[config.mk]
export PLATFORM = sky130hd
export DESIGN_NAME = mem_arbiter_flat
export DESIGN_NICKNAME = d
export VERILOG_FILES = /design/src/rtl/mem_arbiter_pkg.sv /design/src/rtl/mem_arbiter_if.sv /design/src/rtl/mem_arbiter.sv /design/src/flat_wrapper.sv
export SDC_FILE = /design/constraint.sdc
export NUM_CORES = 1
export LEC_CHECK = 0
export ABC_AREA = 1
export CAP_MARGIN = 15
export CORE_AREA = 2 2 337 339
export CTS_CLUSTER_DIAMETER = 30
export DETAILED_ROUTE_END_ITERATION = 6
export DIE_AREA = 0 0 339 341
export PLACE_DENSITY = 0.37
export SLEW_MARGIN = 20
export SYNTH_ARGS = -nofsm -noshare
export SYNTH_HDL_FRONTEND = slang
export SYNTH_SLANG_ARGS = --single-unit
[constraint.sdc]
create_clock -name clk -period 6.1 [get_ports clk]
set_input_delay 1.22 -clock clk [delete_from_list [all_inputs] [get_ports clk]]
set_output_delay 1.22 -clock clk [all_outputs]
set_load 0.05 [all_outputs]
[src/rtl/mem_arbiter_pkg.sv]
// rtl/mem_arbiter_pkg.sv - shared widths, FSM encoding and grant ids for the cache/memory arbiter
package mem_arbiter_pkg;

    localparam int ADDR_W = 28;
    localparam int DATA_W = 128;

    typedef enum logic [1:0] {
        IDLE    = 2'b00,
        GNT_I   = 2'b01,
        GNT_D   = 2'b10,
        RELEASE = 2'b11
    } arb_state_t;

    localparam logic GNT_ID_I = 1'b0;
    localparam logic GNT_ID_D = 1'b1;

endpackage

[src/rtl/mem_arbiter_if.sv]
// rtl/mem_arbiter_if.sv - line-transfer port (read/write request, data, ready) shared by caches and memory
interface mem_arbiter_if #(
    parameter int ADDR_W = mem_arbiter_pkg::ADDR_W,
    parameter int DATA_W = mem_arbiter_pkg::DATA_W
);
    logic              read;
    logic              write;
    logic [ADDR_W-1:0] addr;
    logic [DATA_W-1:0] wdata;
    logic [DATA_W-1:0] rdata;
    logic              ready;

    // master issues requests, slave completes them
    modport master (output read, write, addr, wdata, input rdata, ready);
    modport slave  (input read, write, addr, wdata, output rdata, ready);
endinterface

[src/rtl/mem_arbiter.sv]
// rtl/mem_arbiter.sv - merges I-cache and D-cache line requests onto one memory port
// ARB_ROUND_ROBIN_EN selects round-robin on simultaneous requests; default is fixed D-over-I.
module mem_arbiter
    import mem_arbiter_pkg::*;
(
    input  logic          clk,
    input  logic          proc_reset,
    mem_arbiter_if.slave  i_mem,
    mem_arbiter_if.slave  d_mem,
    mem_arbiter_if.master mem
);

    arb_state_t        state, state_nxt;
    logic              i_req, d_req, pick_d;
    logic              mem_read_q, mem_write_q;
    logic [ADDR_W-1:0] addr_q;
    logic [DATA_W-1:0] wdata_q;

    assign i_req = i_mem.read | i_mem.write;
    assign d_req = d_mem.read | d_mem.write;

`ifdef ARB_ROUND_ROBIN_EN
    logic last_gnt;

    always_ff @(posedge clk or posedge proc_reset) begin
        if (proc_reset) begin
            last_gnt <= GNT_ID_D;
        end else if (state == IDLE && (i_req || d_req)) begin
            last_gnt <= pick_d ? GNT_ID_D : GNT_ID_I;
        end
    end

    always_comb begin
        pick_d = d_req;
        if (d_req && i_req) begin
            pick_d = (last_gnt == GNT_ID_I);
        end
    end
`else
    always_comb begin
        pick_d = d_req;
    end
`endif

    always_ff @(posedge clk or posedge proc_reset) begin
        if (proc_reset) begin
            state <= IDLE;
        end else begin
            state <= state_nxt;
        end
    end

    always_comb begin
        state_nxt = state;
        case (state)
            IDLE: begin
                if (i_req || d_req) begin
                    state_nxt = pick_d ? GNT_D : GNT_I;
                end
            end
            GNT_I, GNT_D: begin
                if (mem.ready) begin
                    state_nxt = RELEASE;
                end
            end
            RELEASE: state_nxt = IDLE;
            default: state_nxt = IDLE;
        endcase
    end

    // read+write together is illegal; write wins so a dirty line is never lost
    always_ff @(posedge clk or posedge proc_reset) begin
        if (proc_reset) begin
            mem_read_q  <= 1'b0;
            mem_write_q <= 1'b0;
            addr_q      <= '0;
            wdata_q     <= '0;
        end else if (state == IDLE && (i_req || d_req)) begin
            if (pick_d) begin
                mem_write_q <= d_mem.write;
                mem_read_q  <= d_mem.read & ~d_mem.write;
                addr_q      <= d_mem.addr;
                wdata_q     <= d_mem.wdata;
            end else begin
                mem_write_q <= i_mem.write;
                mem_read_q  <= i_mem.read & ~i_mem.write;
                addr_q      <= i_mem.addr;
                wdata_q     <= i_mem.wdata;
            end
        end else if ((state == GNT_I || state == GNT_D) && mem.ready) begin
            mem_read_q  <= 1'b0;
            mem_write_q <= 1'b0;
        end
    end

    assign mem.read  = mem_read_q;
    assign mem.write = mem_write_q;
    assign mem.addr  = addr_q;
    assign mem.wdata = wdata_q;

    assign i_mem.ready = (state == GNT_I) && mem.ready;
    assign i_mem.rdata = (state == GNT_I) ? mem.rdata : '0;
    assign d_mem.ready = (state == GNT_D) && mem.ready;
    assign d_mem.rdata = (state == GNT_D) ? mem.rdata : '0;

    a_i_rw_exclusive: assert property (@(posedge clk) disable iff (proc_reset)
        !(i_mem.read && i_mem.write));
    a_d_rw_exclusive: assert property (@(posedge clk) disable iff (proc_reset)
        !(d_mem.read && d_mem.write));

endmodule

[src/flat_wrapper.sv]
// flat-port wrapper written by rule: the top's interface ports become plain ports
module mem_arbiter_flat import mem_arbiter_pkg::*;
  (clk, proc_reset, i_mem_read, i_mem_write, i_mem_addr, i_mem_wdata, i_mem_rdata, i_mem_ready, d_mem_read, d_mem_write, d_mem_addr, d_mem_wdata, d_mem_rdata, d_mem_ready, mem_read, mem_write, mem_addr, mem_wdata, mem_rdata, mem_ready);
  mem_arbiter_if i_mem_i ();
  mem_arbiter_if d_mem_i ();
  mem_arbiter_if mem_i ();
  input  logic clk;
  input  logic proc_reset;
  input wire logic [$bits(i_mem_i.read)-1:0] i_mem_read;
  input wire logic [$bits(i_mem_i.write)-1:0] i_mem_write;
  input wire logic [$bits(i_mem_i.addr)-1:0] i_mem_addr;
  input wire logic [$bits(i_mem_i.wdata)-1:0] i_mem_wdata;
  output wire logic [$bits(i_mem_i.rdata)-1:0] i_mem_rdata;
  output wire logic [$bits(i_mem_i.ready)-1:0] i_mem_ready;
  input wire logic [$bits(d_mem_i.read)-1:0] d_mem_read;
  input wire logic [$bits(d_mem_i.write)-1:0] d_mem_write;
  input wire logic [$bits(d_mem_i.addr)-1:0] d_mem_addr;
  input wire logic [$bits(d_mem_i.wdata)-1:0] d_mem_wdata;
  output wire logic [$bits(d_mem_i.rdata)-1:0] d_mem_rdata;
  output wire logic [$bits(d_mem_i.ready)-1:0] d_mem_ready;
  output wire logic [$bits(mem_i.read)-1:0] mem_read;
  output wire logic [$bits(mem_i.write)-1:0] mem_write;
  output wire logic [$bits(mem_i.addr)-1:0] mem_addr;
  output wire logic [$bits(mem_i.wdata)-1:0] mem_wdata;
  input wire logic [$bits(mem_i.rdata)-1:0] mem_rdata;
  input wire logic [$bits(mem_i.ready)-1:0] mem_ready;
  assign i_mem_i.read = i_mem_read;
  assign i_mem_i.write = i_mem_write;
  assign i_mem_i.addr = i_mem_addr;
  assign i_mem_i.wdata = i_mem_wdata;
  assign i_mem_rdata = i_mem_i.rdata;
  assign i_mem_ready = i_mem_i.ready;
  assign d_mem_i.read = d_mem_read;
  assign d_mem_i.write = d_mem_write;
  assign d_mem_i.addr = d_mem_addr;
  assign d_mem_i.wdata = d_mem_wdata;
  assign d_mem_rdata = d_mem_i.rdata;
  assign d_mem_ready = d_mem_i.ready;
  assign mem_read = mem_i.read;
  assign mem_write = mem_i.write;
  assign mem_addr = mem_i.addr;
  assign mem_wdata = mem_i.wdata;
  assign mem_i.rdata = mem_rdata;
  assign mem_i.ready = mem_ready;
  mem_arbiter u_core (.clk(clk), .proc_reset(proc_reset), .i_mem(i_mem_i), .d_mem(d_mem_i), .mem(mem_i));
endmodule
==> results.toml <==
[run_status]
status = "complete, no violations"

[hold_path]
holdCritPathClass = "reg2reg"

[logic_synthesis]
synthMostInstantiatedCell = "nand2_1"
syn_nets = 2041
synth_area_leaders = "dfrtp_1, nand2_1, inv_1"
synth_top_area_cell = "dfrtp_1"
synth_area_um2 = 10020
yosys_warnings = 0
synth_cells = 1590
synth_ff_type = "dfrtp_1"
synth-seq-cells = 160
yosysSeqAreaShare_pct = 39.98
synth_top_area_share_pct = 39.98
synth_edf_count = 0
avgSynthCellArea_um2 = 6.299
ys_types = 21
async_reset_ff_share_pct = 100.0
netlist_top_cells_count = "nand2_1, inv_1, o21ai_0, dfrtp_1, o21ai_1"

[sta]
whs_ns = 0.4822
tightest_slew_ns = 0.8234
hold_violations = 0
finalCritPeriodShare_pct = 72.60
slew_viol_final = 0
finalSetupViolations = 0
layout_setup_ws_ns = 1.671
relSlewSlack_pct = 44.98
rsz0062_at_grt = "false"
fmax_ghz = 0.2258
skew_ns = 0.01352
period_needed_ns = 4.429
tns_ns = 0

[cts]
cts_post_setup_buffers_inserted = 0
cts_resized = 0
cts_buffers = 17
cts_tree = "yes"
clock_latency_ns = 0.48
cts-root-buf = "clkbuf_16"
clk_pin_slew_ns = 0.07
h-tree-depth = 4
cts_sinks = 160
holdBufCountCts = 0
clockBufferDepth = 2

[global_route]
antenna_found_initial = 40
grt_max_degree = 112
grt_use_met3_pct = 4.601
grtUsageMet1_pct = 12.69
busiest_layer = "met2"
grtUsageTotal_pct = 11.82
grt_overflow = 0
grt_pass1_wl_um = 95570
use_met2_pct = 21.83
grt_pass1_vias = 12039

[final_layout]
syn_to_final_growth_pct = 108.2
nets = 2845
fin_cells = 3910
drive_above_1_share_pct = 2.411
fillers = 12912

[critical_path]
critPathKind = "reg2out"
cp.required_ns = 4.88
ff2ff_setup_slack_ns = 3.84
critPathCaptureType = "output pin"
worst_ep_arrival_time_ns = 3.21
worstPathMaxFanout = 65
critPathLaunchType = "register"

[floorplan]
die_height_um = 341
die_w_um = 339
fp.dieArea_um2 = 115600
io_pins = 863
initial_utilization_pct = 8.952
rows = 123
core_area_um2 = 111900

[pwr]
power_mw = 10.93
p_per_area_nw_per_um2 = 524.0
ir_worst_vdd_mv = 0.2669
p_leak_nw = 10.22

[detailed_routing]
routed_wl_um = 70470
wl_per_cell_um = 18.02
dr.pass1.iters = 4
drc = 0
num_vias = 12316
antenna_left = 0
dr.first_iter.drc_count = 468
viasPerCell = 3.150

[placement]
dp_cells = 3875
gp_congestion = 0.8632
dp_hpwl_um = 60260
dp_slack_ns = 1.877
port_buffers = 862

[job]
cap_violations = 0
layer usage:
layer	up-vias	wire length [µm]
li1	6219	-
met1	5450	27110
met2	556	36050
met3	75	6198
met4	16	1014
met5	-	96
cell type report:
cell class                 count  area (µm²)  area share [%]
clock inverter                10       127.6          0.6120
clock buffer                  21       460.4           2.208
multi-input combinational    914        3933           18.86
inverter                     420        1584           7.596
tap                         1500        1877           9.000
sequential                   160        4004           19.20
antenna                        4       10.01         0.04800
timing repair buffer         881        8859           42.48
critical path: stages (launching register included):
cell and delay, ns:
dfrtp_1 0.42, inv_1 0.14, ha_4 0.64, buf_12 0.33
nand2_1 0.17, inv_1 0.08, clkdlybuf4s50_1 0.79
metrics by stage:
step / util, % / area [µm²]
4_1_cts: 18.63 / 20840
3_5_place_dp: 18.10 / 20260
2_1_floorplan: - / 10020
5_1_grt: 18.63 / 20850
3_3_place_gp: 18.10 / 20260
6_report: 18.64 / 20850
where the power goes:
part	internal (mW)	switching, mW	total [mW]
registers	1.61	0.286	1.90
clock network	0.628	0.529	1.16
logic	2.40	5.47	7.87
total	4.64	6.28	10.9
flip-flops by register name, summed over array words and instances (netlist names):
register          flops
u_core.state          2
u_core.mem.read       1
u_core.mem.addr      28
u_core.mem.wdata    128
u_core.mem.write      1
layout by cell type, fill, tap and decap left out, types with 3 or more instances in the layout:
master	n
inv_6	3
clkinv_4	3
clkdlybuf4s50_1	862
diode_2	4
nand3_1	5
buf_12	7
nand2_1	583
inv_1	419
buf_4	12
dfrtp_1	160
o21ai_1	84
o21ai_0	228
clkbuf_16	17
kinds of logic after synthesis:
family	share of synthesized area, %
compound gates	15.77
fa+ha+maj	0.4997
buf+inv	21.10
flops	39.98
simple gates	22.66
final timing paths:
check / from / to / cells after the start
max: u_core.state[1] / i_mem_rdata[81] / 6
min: u_core.mem.wdata[11] / u_core.mem.wdata[11] / 2
max reg2reg: u_core.state[0] / u_core.mem.wdata[64] / 5
min reg2reg: u_core.mem.wdata[11] / u_core.mem.wdata[11] / 2
max in group asynchronous: proc_reset / u_core.mem.wdata[77] / 3
min in group asynchronous: proc_reset / u_core.mem.addr[8] / 2
No activity file was read; power rests on OpenSTA's default activity.
